[config.mk]
export PLATFORM = sky130hd
export DESIGN_NAME = load_store_unit
export DESIGN_NICKNAME = d
export VERILOG_FILES = /design/src/rtl/lsu_pkg.sv /design/src/rtl/lsu_align.sv /design/src/rtl/load_store_unit.sv
export SDC_FILE = /design/constraint.sdc
export NUM_CORES = 1
export LEC_CHECK = 0
export CORE_MARGIN = 2
export CORE_UTILIZATION = 48
export CTS_CLUSTER_SIZE = 16
export DETAILED_ROUTE_END_ITERATION = 8
export HOLD_SLACK_MARGIN = 0.03
export MAX_ROUTING_LAYER = met4
export PLACE_DENSITY = 0.81
export SLEW_MARGIN = 20
export SYNTH_ARGS = -nofsm -noshare
export SYNTH_HDL_FRONTEND = slang
export SYNTH_HIERARCHICAL = 1
export SYNTH_SLANG_ARGS = --single-unit
[constraint.sdc]
create_clock -name clk -period 6.49 [get_ports clk]
set_clock_uncertainty 0.05 [all_clocks]
set_input_delay 1.947 -clock clk [delete_from_list [all_inputs] [get_ports clk]]
set_output_delay 1.947 -clock clk [all_outputs]
set_load 0.05 [all_outputs]
[src/rtl/lsu_pkg.sv]
// lsu_pkg: shared opcodes, Funct3 codes, state encoding and fault codes for the load/store unit
package lsu_pkg;

    localparam logic [6:0] OP_LOAD  = 7'b0000011;
    localparam logic [6:0] OP_STORE = 7'b0100011;

    localparam logic [2:0] F3_LB  = 3'd0;
    localparam logic [2:0] F3_LH  = 3'd1;
    localparam logic [2:0] F3_LW  = 3'd2;
    localparam logic [2:0] F3_LBU = 3'd4;
    localparam logic [2:0] F3_LHU = 3'd5;
    localparam logic [2:0] F3_SB  = 3'd0;
    localparam logic [2:0] F3_SH  = 3'd1;
    localparam logic [2:0] F3_SW  = 3'd2;

    localparam logic [1:0] ERR_NONE     = 2'd0;
    localparam logic [1:0] ERR_MISALIGN = 2'd1;
    localparam logic [1:0] ERR_ILLEGAL  = 2'd2;
    localparam logic [1:0] ERR_TIMEOUT  = 2'd3;

    typedef enum logic [1:0] {
        IDLE   = 2'd0,
        ACCESS = 2'd1,
        RESP   = 2'd2,
        FAULT  = 2'd3
    } state_t;

    // Funct3 values that name a real access for the given kind
    function automatic logic f3_legal(input logic is_store, input logic [2:0] f3);
        return is_store ? (f3 == F3_SB || f3 == F3_SH || f3 == F3_SW)
                        : (f3 == F3_LB || f3 == F3_LH || f3 == F3_LW ||
                           f3 == F3_LBU || f3 == F3_LHU);
    endfunction

    // Halfwords need an even address, words a 4-byte aligned one (size lives in f3[1:0])
    function automatic logic misaligned(input logic [2:0] f3, input logic [1:0] a);
        return (f3[1:0] == 2'd1 && a[0]) || (f3[1:0] == 2'd2 && a != 2'd0);
    endfunction

endpackage

[src/rtl/lsu_align.sv]
// lsu_align: store lane replication/strobes and load shift/extend
module lsu_align
    import lsu_pkg::*;
#(
    parameter int WIDTH = 32
) (
    input  logic             i_is_store,
    input  logic [2:0]       i_f3,
    input  logic [1:0]       i_addr,
    input  logic [WIDTH-1:0] i_rs2,
    input  logic [WIDTH-1:0] i_rdata,
    output logic [WIDTH-1:0] o_wdata,
    output logic [3:0]       o_wstrb,
    output logic [WIDTH-1:0] o_ldata
);

    logic [1:0]       w_size;
    logic [WIDTH-1:0] w_shift;
    logic             w_signed;

    assign w_size   = i_f3[1:0];
    assign w_signed = ~i_f3[2];
    assign w_shift  = i_rdata >> {i_addr, 3'b000};

    // Replicate the store operand into every lane it may land in; loads drive nothing
    always_comb begin
        o_wdata = !i_is_store   ? '0 :
                  w_size == 2'd0 ? {4{i_rs2[7:0]}} :
                  w_size == 2'd1 ? {2{i_rs2[15:0]}} : i_rs2;
        o_wstrb = !i_is_store   ? 4'b0000 :
                  w_size == 2'd0 ? 4'b0001 << i_addr :
                  w_size == 2'd1 ? (i_addr[1] ? 4'b1100 : 4'b0011) : 4'b1111;
    end

    // Bring the addressed bytes down to bit 0 and extend by the Funct3 sign bit
    always_comb begin
        o_ldata = w_size == 2'd0 ? {{24{w_signed & w_shift[7]}}, w_shift[7:0]} :
                  w_size == 2'd1 ? {{16{w_signed & w_shift[15]}}, w_shift[15:0]} : w_shift;
    end

endmodule

[src/rtl/load_store_unit.sv]
// load_store_unit: memory stage with request/ready handshake, alignment, faults and timeout
module load_store_unit
    import lsu_pkg::*;
#(
    parameter int WIDTH   = 32,
    parameter int TIMEOUT = 16
) (
    input  logic             clk,
    input  logic             rst,
    input  logic             valid,
    input  logic [6:0]       opcode,
    input  logic [2:0]       Funct3,
    input  logic [WIDTH-1:0] Mem_addr,
    input  logic [WIDTH-1:0] RS2,
    input  logic [4:0]       Rd_addr,
    output logic             mem_req,
    output logic             mem_we,
    output logic [WIDTH-1:0] mem_addr,
    output logic [WIDTH-1:0] mem_wdata,
    output logic [3:0]       mem_wstrb,
    input  logic             mem_ready,
    input  logic [WIDTH-1:0] mem_rdata,
    output logic             busy,
    output logic             wb_valid,
    output logic [4:0]       wb_rd,
    output logic [WIDTH-1:0] wb_data,
    output logic             st_done,
    output logic             err,
    output logic [1:0]       err_code
);

    localparam int CW = $clog2(TIMEOUT + 1);

    state_t           r_state, w_next;
    logic [WIDTH-1:0] r_addr, r_rs2, r_rdata, r_wb_data, w_ldata;
    logic [4:0]       r_rd, r_wb_rd;
    logic [2:0]       r_f3;
    logic             r_is_store, r_wb_valid, r_st_done;
    logic [CW-1:0]    r_cnt;
    logic [1:0]       r_err_code, w_code;
    logic             w_accept, w_op_store, w_timeout;

    assign w_op_store = opcode == OP_STORE;
    assign w_accept   = r_state == IDLE && valid && (opcode == OP_LOAD || w_op_store);
    assign w_timeout  = r_cnt == CW'(TIMEOUT - 1);

    // Next state and the fault code to record when entering FAULT
    always_comb begin
        w_next = r_state;
        w_code = ERR_NONE;
        case (r_state)
            IDLE: begin
                if (w_accept) begin
                    if (!f3_legal(w_op_store, Funct3)) begin
                        w_next = FAULT;
                        w_code = ERR_ILLEGAL;
                    end else if (misaligned(Funct3, Mem_addr[1:0])) begin
                        w_next = FAULT;
                        w_code = ERR_MISALIGN;
                    end else begin
                        w_next = ACCESS;
                    end
                end
            end
            ACCESS: begin
                if (mem_ready) begin
                    w_next = RESP;
                end else if (w_timeout) begin
                    w_next = FAULT;
                    w_code = ERR_TIMEOUT;
                end
            end
            default: w_next = IDLE;
        endcase
    end

    // State register
    always_ff @(posedge clk or posedge rst) begin
        if (rst) r_state <= IDLE;
        else     r_state <= w_next;
    end

    // Capture the instruction on accept so upstream may move on
    always_ff @(posedge clk or posedge rst) begin
        if (rst) begin
            r_addr     <= '0;
            r_rs2      <= '0;
            r_rd       <= '0;
            r_f3       <= '0;
            r_is_store <= 1'b0;
        end else if (w_accept) begin
            r_addr     <= Mem_addr;
            r_rs2      <= RS2;
            r_rd       <= Rd_addr;
            r_f3       <= Funct3;
            r_is_store <= w_op_store;
        end
    end

    // Wait-cycle counter and read-word capture while the request is outstanding
    always_ff @(posedge clk or posedge rst) begin
        if (rst) begin
            r_cnt   <= '0;
            r_rdata <= '0;
        end else begin
            r_cnt <= (r_state == ACCESS) ? r_cnt + 1'b1 : '0;
            if (r_state == ACCESS && mem_ready) r_rdata <= mem_rdata;
        end
    end

    // Completion pulses, held load result and sticky fault code
    always_ff @(posedge clk or posedge rst) begin
        if (rst) begin
            r_wb_valid <= 1'b0;
            r_st_done  <= 1'b0;
            r_wb_rd    <= '0;
            r_wb_data  <= '0;
            r_err_code <= ERR_NONE;
        end else begin
            r_wb_valid <= r_state == RESP && !r_is_store;
            r_st_done  <= r_state == RESP && r_is_store;
            if (r_state == RESP && !r_is_store) begin
                r_wb_rd   <= r_rd;
                r_wb_data <= w_ldata;
            end
            if (w_next == FAULT) r_err_code <= w_code;
        end
    end

    lsu_align #(.WIDTH(WIDTH)) u_align (
        .i_is_store(r_is_store),
        .i_f3      (r_f3),
        .i_addr    (r_addr[1:0]),
        .i_rs2     (r_rs2),
        .i_rdata   (r_rdata),
        .o_wdata   (mem_wdata),
        .o_wstrb   (mem_wstrb),
        .o_ldata   (w_ldata)
    );

    assign mem_req  = r_state == ACCESS;
    assign mem_we   = r_is_store;
    assign mem_addr = {r_addr[WIDTH-1:2], 2'b00};
    assign busy     = r_state != IDLE;
    assign err      = r_state == FAULT;
    assign err_code = r_err_code;
    assign wb_valid = r_wb_valid;
    assign wb_rd    = r_wb_rd;
    assign wb_data  = r_wb_data;
    assign st_done  = r_st_done;

endmodule

==> results of run 1 <==
## Yosys cell counts (2+ instances only)
master	count
inv_1	5
dfrtp_1	153
nand2_1	51
o211ai_1	2
o21ai_1	21
o21a_1	3
nand2b_1	2
o21ai_0	4
a21boi_1	8
a21oi_1	3
or2_2	2
ha_1	2
nor2_1	24
mux2i_1	24
nand3b_1	2
and2_1	16
a221oi_1	7
mux2_2	134
buf_2	7
mux2_4	8
buf_6	12
buf_4	34
buf_1	2
and2_2	2
clkbuf_1	8
nor2b_1	13
clkbuf_8	3
mux2_1	17
o21ai_2	10
## cell families after synthesis
kind of cell / Yosys count
and+or+nand+nor: 127
buffers and inverters: 72
muxes: 183
other: 1
AOI/OAI and AO/OA: 64
DFF: 153
xor gates and xnor gates: 2
adders and majority gates: 2
## stage by stage
stage | area, um2 | total power [mW] | instances | util, %
finish | 10340 | 3.321 | 1017 | 65.83
global route | 10340 | 3.471 | 1017 | 65.83
CTS | 10340 | 3.349 | 1017 | 65.81
detailed placement | 9692 | 2.269 | 985 | 61.68
global placement | 9692 | 2.233 | 985 | 61.68
floorplan | 7639 | 1.949 | 605 | -
## state kept, by name (all words and copies together) (netlist names)
register,cells
r_rd,5
wb_valid,1
r_f3,3
wb_rd,5
r_cnt,5
wb_data,32
r_rdata,32
st_done,1
err_code,2
r_addr,32
r_state,2
r_rs2,32
mem_we,1
## layer usage
metal	vias to the layer above	routed length (um)
met5	-	0
met4	0	423
met3	28	986
met2	173	9726
met1	2675	7670
li1	2441	-
## report_power, final
| group | internal, mW | switching (mW) |
|---|---|---|
| Clock | 0.685 | 0.384 |
| Sequential | 1.11 | 0.123 |
| Combinational | 0.429 | 0.587 |
## worst paths after layout
check / end / slack, ps / cells past startpoint
setup / recovery: mem_wdata[10] / 1540 / 4
setup reg to reg: r_state[1] / 3790 / 5
hold / removal: r_cnt[0] / 410 / 1
hold reg to reg: r_cnt[0] / 410 / 1
max in group asynchronous: wb_data[19] / 3080 / 3
min in group asynchronous: wb_rd[4] / 2030 / 2
## layout make-up
| class | instances | area (um2) |
|---|---|---|
| flip-flops and latches | 153 | 3829 |
| multi-input cells | 380 | 3274 |
| inverters | 5 | 23.77 |
| clock buffers | 22 | 484.2 |
| well taps | 216 | 270.3 |
| clock inverters | 10 | 165.2 |
| repair buffers | 231 | 2297 |
| fillers | 1139 | 5369 |
==> impl_metrics.tcl, run 1 <==
set metrics [dict create \
    status "finished, final reports clean" \
    grt_pass1_wl_mm 29.57 \
    setup_viol 0 \
    path_buf_inv 1 \
    setup_slack_ps 1540 \
    cellPowerDensity_nw_per_um2 321.1 \
    vdd_ir_drop_max_mv 0.2487 \
    drc 0 \
    yosys.area_share.xor_xnor_pct 0.2294 \
    cts-root-buf "clkbuf_16" \
    crit_required_ps 4490 \
    critPathMaxFanout 18 \
    ctsHoldBuffers 0 \
    final_common_cell "clkdlybuf4s50_1" \
    fmax_mhz 202.0 \
    nets 905 \
    routabilityCongestion 0.9207 \
    wire_per_inst_um 18.49 \
    crit_start "r_f3[0]" \
    synthMuxAreaShare_pct 26.99 \
    cts_inserted_buffers 17 \
    holdCritPathClass "register to register" \
    hold_viol_final 0 \
    use_met1_pct 28.72 \
    rsz0062_at_grt "false" \
    grt_pass1_vias 5583 \
    num_rows 46 \
    holdWs_ps 407.7 \
    place_hpwl_mm 13.59 \
    wl_mm 18.81 \
    via_count 5317 \
    netlist_top_cells_area "dfrtp_1 (50%), mux2_2 (20%), buf_4 (3.3%)" \
    antenna_found_initial 0 \
    cp_slowest_cell "clkdlybuf4s50_1" \
    cpLargestDelayFamily "simple AND/OR/NAND/NOR gates" \
    yosysWarnings 6 \
    crit_chain "nor2_2, nand2_1, a21boi_1, clkdlybuf4s50_1" \
    syn_area_per_cell_um2 12.64 \
    fin_setup_tns_ps 0 \
    critPathKind "register to output port" \
    overflow 0 \
    met2_usage_pct 39.57 \
    hold_start "r_cnt[0]" \
    slew_viol_final 0 \
    postCtsSetupBuffers 0 \
    die_x_um 130.1 \
    cts_resized 0 \
    core_um2 15710 \
    die_h_um 130.1 \
    yosysTopAreaCell "dfrtp_1" \
    clock-sinks 153 \
    start_util_pct 48.59 \
    io_buffers 225 \
    synth-compound-area-share_pct 6.408 \
    layout-drive-gt1-share_pct 25.84 \
    final_cell_mix "clkdlybuf4s50_1 (225), dfrtp_1 (153), mux2_2 (134)" \
    syn_area_um2 7635 \
    insertion_delay_ps 420 \
    fin_crit_sh_pct 76.27 \
    clk_path_buf_depth 2 \
    synth_top_family_by_area "multiplexers" \
    grt-busiest-layer "met2" \
    grt_usage_pct 23.75 \
    tightest_slew_ps 1013 \
    cts_tree "done" \
    vias_per_cell 5.228 \
    ant_nets 0 \
    io_pins 228 \
    rr_startpoint "r_state[0]" \
    synth_edf_count 0 \
    slew_headroom_pct 32.49 \
    start_kind "register" \
    end_kind "output port" \
    max_cap_viol_count 0 \
    htree_levels 4 \
    path_clk_slew_ps 60 \
    use_met3_pct 4.920 \
    synth_top_area_share_pct 50.15 \
    ys_ff_latch 153 \
    leakage_nw 4.548 \
    synth_fa_ha_area_share_pct 0.3278 \
    drtPass1Iterations 4 \
    syn_to_final_growth_pct 35.48 \
    synth-async-reset-ratio_pct 100.0 \
    synth_cell_type_count 54 \
    dieArea_um2 16930 \
    yosys.area_share.simple_pct 8.735 \
    netlist_instances 604 \
    grt_max_degree 100 \
    cp_data_arrival_time_ps 2950 \
    ys_seq_area_share_pct 50.15 \
    slowest_delay_ps 830 \
    drt_iter0_drc 251 \
    timing.final.crit_period_ps 4950 \
    antenna_cells 0 \
    place_ws_ps 1683 \
    ys.flop_type "dfrtp_1" \
]
(Power assumes the default switching activity.)
==> run 2: changes to the inputs <==
--- a/config.mk
+++ b/config.mk
@@ -6,12 +6,12 @@
 export NUM_CORES = 1
 export LEC_CHECK = 0
 export CORE_MARGIN = 2
-export CORE_UTILIZATION = 48
+export CORE_UTILIZATION = 43
 export CTS_CLUSTER_SIZE = 16
 export DETAILED_ROUTE_END_ITERATION = 8
 export HOLD_SLACK_MARGIN = 0.03
 export MAX_ROUTING_LAYER = met4
-export PLACE_DENSITY = 0.81
+export PLACE_DENSITY = 0.77
 export SLEW_MARGIN = 20
 export SYNTH_ARGS = -nofsm -noshare
 export SYNTH_HDL_FRONTEND = slang
==> constraint.sdc (replaced) <==
create_clock -name clk -period 4.5 [get_ports clk]
set_clock_uncertainty 0.05 [all_clocks]
set_input_delay 1.35 -clock clk [delete_from_list [all_inputs] [get_ports clk]]
set_output_delay 1.35 -clock clk [all_outputs]
set_load 0.05 [all_outputs]
==> impl_metrics.tcl, run 2 (synthesized netlist as in run 1, its figures left out) <==
set metrics [dict create \
    postCtsSetupBuffers 0 \
    rrSetupSlack_ps 1810 \
    nets 907 \
    setup_slack_ps 483.1 \
    grt_pass1_wl_mm 29.41 \
    critPathMaxFanout 18 \
    power_mw 4.594 \
    cts_tree "done" \
    hold_start "r_cnt[0]" \
    syn_to_final_growth_pct 34.81 \
    slew_viol_final 0 \
    r2r_cells 4 \
    vias_per_cell 5.264 \
    holdWs_ps 407.0 \
    status "finished, final reports clean" \
    start_util_pct 43.99 \
    holdCritPathClass "register to register" \
    layout-drive-gt1-share_pct 26.81 \
    drc 0 \
    cp_slowest_cell "dfrtp_1" \
    ctsHoldBuffers 0 \
    cellPowerDensity_nw_per_um2 446.3 \
    r2r-end "wb_data[16]" \
    core_um2 17360 \
    rsz0062_at_grt "false" \
    crit_chain "mux2i_1, o21ai_1, and2_1, clkdlybuf4s50_1" \
    fin_area_um2 10290 \
    antenna_found_initial 0 \
    clk_path_buf_depth 2 \
    fillCellCount 1384 \
    io_buffers 225 \
    place_hpwl_mm 13.63 \
    crit_required_ps 3100 \
    fin_crit_sh_pct 89.26 \
    dpl.cell_count 996 \
    path_clk_slew_ps 60 \
    cts_resized 0 \
    ant_nets 0 \
    overflow 0 \
    clock-sinks 153 \
    cts_inserted_buffers 17 \
    use_met1_pct 25.15 \
    antenna_cells 0 \
    grt_max_degree 65 \
    slew_headroom_pct 33.71 \
    min_path_cells 1 \
    fin_setup_tns_ps 0 \
    rr_startpoint "r_f3[0]" \
    place_ws_ps 772.4 \
    drt_iter0_drc 232 \
    grt_usage_pct 21.17 \
    insertion_delay_ps 410 \
    hold_viol_final 0 \
    leakage_nw 4.536 \
    wire_per_inst_um 18.57 \
    grt-busiest-layer "met2" \
    num_rows 48 \
    cp_data_arrival_time_ps 2620 \
    finalNonFillerCells 1027 \
    start_kind "register" \
    dieArea_um2 18840 \
    drtPass1Iterations 4 \
    fmax_mhz 248.9 \
    final_common_cell "clkdlybuf4s50_1" \
    hold_end "r_cnt[0]" \
    end_kind "output port" \
    met2_usage_pct 35.38 \
    vdd_ir_drop_max_mv 0.3552 \
    final_cell_mix "clkdlybuf4s50_1 (217), dfrtp_1 (152), mux2_2 (134)" \
    grt_pass1_vias 5584 \
    use_met3_pct 4.820 \
    slowest_delay_ps 860 \
    final_util_pct 59.30 \
    max_cap_viol_count 0 \
    die_x_um 137.3 \
    io_pins 228 \
    via_count 5406 \
    critPathKind "register to output port" \
    htree_levels 4 \
    cts-root-buf "clkbuf_16" \
    routabilityCongestion 0.8725 \
    setup_viol 0 \
    tightest_slew_ps 992.0 \
    die_h_um 137.3 \
    place_area_um2 9734 \
    timing.final.crit_period_ps 4017 \
    wl_mm 19.07 \
]
run 2: cell count changes in the layout (fill, tap and decap cells not counted), sizes merged:
| cell | change |
|---|---|
| buf | +10 |
| clkdlybuf4s50 | -8 |
| bufinv | -3 |
| clkinvlp | +2 |
| clkbuf | -1 |
| clkinv | +1 |
run 2: area by class of cell:
cell class | count | area, um2 | share of cell area (%)
clock buffer | 21 | 460.4 | 4.474
clock inverter | 10 | 96.34 | 0.9361
inverter | 5 | 22.52 | 0.2188
multi-input combinational | 380 | 3272 | 31.79
sequential | 153 | 3830 | 37.21
tap | 225 | 281.5 | 2.735
timing repair buffer | 233 | 2330 | 22.64
run 2: critical path: cells and delay by family, from the launching register on:
kind	cells	cell delay, ps
flip-flops	1	860
buffers and inverters	1	810
multiplexers	1	230
AO/OA/AOI/OAI	1	150
AND/OR/NAND/NOR	1	140
run 2: worst max path at each step:
stage / startpoint / end / cells past startpoint
after floorplan: rst / err_code[0] / 1
after global placement: r_f3[1] / mem_wdata[29] / 4
after detailed placement: r_f3[1] / mem_wdata[19] / 3
after CTS: r_f3[1] / mem_wdata[19] / 3
after global routing: r_f3[0] / mem_wdata[30] / 4
final: r_f3[0] / mem_wdata[31] / 4
run 2: routing by layer:
| metal | wire length (um) | vias up |
|---|---|---|
| met5 | 0 | - |
| met4 | 460 | 0 |
| met3 | 1147 | 33 |
| met2 | 9676 | 202 |
| met1 | 7786 | 2726 |
| li1 | - | 2445 |
run 2: power by group:
part | switching (mW) | internal (mW) | total [mW]
Sequential | 0.186 | 1.61 | 1.79
Clock | 0.560 | 0.788 | 1.35
Combinational | 0.832 | 0.622 | 1.45
==> run 3: changes to the inputs <==
--- a/config.mk
+++ b/config.mk
@@ -11,7 +11,8 @@
 export DETAILED_ROUTE_END_ITERATION = 8
 export HOLD_SLACK_MARGIN = 0.03
 export MAX_ROUTING_LAYER = met4
-export PLACE_DENSITY = 0.77
+export PLACE_DENSITY = 0.84
+export REMOVE_ABC_BUFFERS = 1
 export SLEW_MARGIN = 20
 export SYNTH_ARGS = -nofsm -noshare
 export SYNTH_HDL_FRONTEND = slang
==> impl_metrics.tcl, run 3 (synthesized netlist as in run 1, its figures left out) <==
set metrics [dict create \
    slowest_delay_ps 940 \
    rrSetupSlack_ps 1770 \
    cpLargestDelayFamily "flip-flops" \
    drt_iter0_drc 268 \
    holdCritPathClass "register to register" \
    timing.final.crit_period_ps 4057 \
    vdd_ir_drop_max_mv 0.2843 \
    cellPowerDensity_nw_per_um2 468.8 \
    min_path_cells 1 \
    cts-root-buf "clkbuf_16" \
    start_util_pct 43.99 \
    status "finished, final reports clean" \
    final_util_pct 60.40 \
    antenna_found_initial 1 \
    fin_area_um2 10480 \
    crit_chain "mux2i_1, o21ai_1, and2_1, clkdlybuf4s50_1" \
    leakage_nw 4.625 \
    nets 911 \
    critPathKind "register to output port" \
    syn_to_final_growth_pct 37.32 \
    fin_setup_tns_ps 0 \
    rr_startpoint "r_f3[0]" \
    place_hpwl_mm 13.32 \
    overflow 0 \
    routed.top_layer "met4" \
    dieArea_um2 18840 \
    hold_viol_final 0 \
    vias_per_cell 5.180 \
    path_clk_slew_ps 60 \
    cts_inserted_buffers 17 \
    end_kind "output port" \
    fin_crit_sh_pct 90.16 \
    wl_met3_mm 1.536 \
    cp_data_arrival_time_ps 2660 \
    grt_max_degree 71 \
    final_cell_mix "clkdlybuf4s50_1 (217), dfrtp_1 (152), mux2_2 (134)" \
    met2_length_mm 9.420 \
    tightest_slew_ps 965.1 \
    clk_path_buf_depth 2 \
    io_buffers 225 \
    finalNonFillerCells 1031 \
    layout-drive-gt1-share_pct 27.20 \
    insertion_delay_ps 420 \
    grt_usage_pct 21.75 \
    cts_resized 0 \
    fmax_mhz 246.5 \
    slew_headroom_pct 35.51 \
    postCtsSetupBuffers 0 \
    critPathMaxFanout 18 \
    ant_nets 0 \
    rsz0062_at_grt "false" \
    wl_mm 19.24 \
    num_rows 48 \
    wire_per_inst_um 18.66 \
    r2r-end "wb_data[31]" \
    routabilityCongestion 0.7666 \
    r2r_cells 4 \
    m1WireLength_mm 8.127 \
    htree_levels 4 \
    setup_viol 0 \
    die_x_um 137.3 \
    core_um2 17360 \
    drc 0 \
    crit_required_ps 3100 \
    die_h_um 137.3 \
    clock-sinks 153 \
    path_buf_inv 1 \
    cp_slowest_cell "dfrtp_1" \
    via_count 5341 \
    grt_pass1_wl_mm 30.00 \
    max_cap_viol_count 0 \
    slew_viol_final 0 \
    hold_start "r_cnt[0]" \
    hold_end "r_cnt[0]" \
    start_kind "register" \
    final_common_cell "clkdlybuf4s50_1" \
    holdWs_ps 408.5 \
    dpl.cell_count 1000 \
    grt_pass1_vias 5703 \
    io_pins 228 \
    crit_start "r_f3[0]" \
    drtPass1Iterations 4 \
    ctsHoldBuffers 0 \
    cts_tree "done" \
    place_area_um2 9803 \
]
-- run 3: changes by cell type in the layout (fill, tap and decap cells not counted), sizes merged, moves of 2 or more --
cell / before / now
clkinv: 4 / 2
buf: 16 / 20
clkinvlp: 5 / 2
clkbuf: 21 / 18
bufinv: 1 / 7
-- run 3: cell type report --
class	count	area (um2)
Antenna cell	1	2.502
Clock buffer	18	429.2
Clock inverter	12	247.7
Fill cell	1396	6873
Inverter	5	23.77
Multi-Input combinational cell	380	3272
Sequential cell	153	3830
Tap cell	225	281.5
Timing Repair Buffer	237	2397
-- run 3: how the worst max path moves through the flow --
stage                         end  slack [ps]  depth (start not counted)
floorplan             err_code[0]       -1020                          1
global placement     mem_wstrb[0]         880                          4
detailed placement   mem_wstrb[1]         860                          4
CTS                 mem_wdata[28]         410                          4
global route        mem_wdata[28]         280                          4
finish              mem_wdata[28]         440                          4
-- run 3: power breakdown --
| part | total (mW) | leakage, nW | switching (mW) | internal, mW |
|---|---|---|---|---|
| combinational | 1.47 | 2.28 | 0.848 | 0.626 |
| sequential | 1.78 | 2.02 | 0.173 | 1.61 |
| clock | 1.66 | 0.322 | 0.570 | 1.09 |
-- run 3: worst register-to-register path, cell delays in order, from the launching register on --
cell and delay, ps:
dfrtp_1 940, mux2_4 380, o311ai_4 790, o21ai_1 180, mux2_2 290
-- run 3: per-layer routing --
metal  vias up  global-route usage (%)
met1      2647                   26.89
met5         -                       -
met4         0                   5.785
met2       218                   35.46
met3        11                   5.850
li1       2465                       -
-- run 3: stage by stage --
| step | setup slack, ps | total power, mW |
|---|---|---|
| floorplan | -1021 | 2.718 |
| global placement | 877.0 | 3.237 |
| detailed placement | 863.4 | 3.278 |
| CTS | 414.2 | 4.951 |
| global route | 281.1 | 5.113 |
| finish | 442.7 | 4.914 |
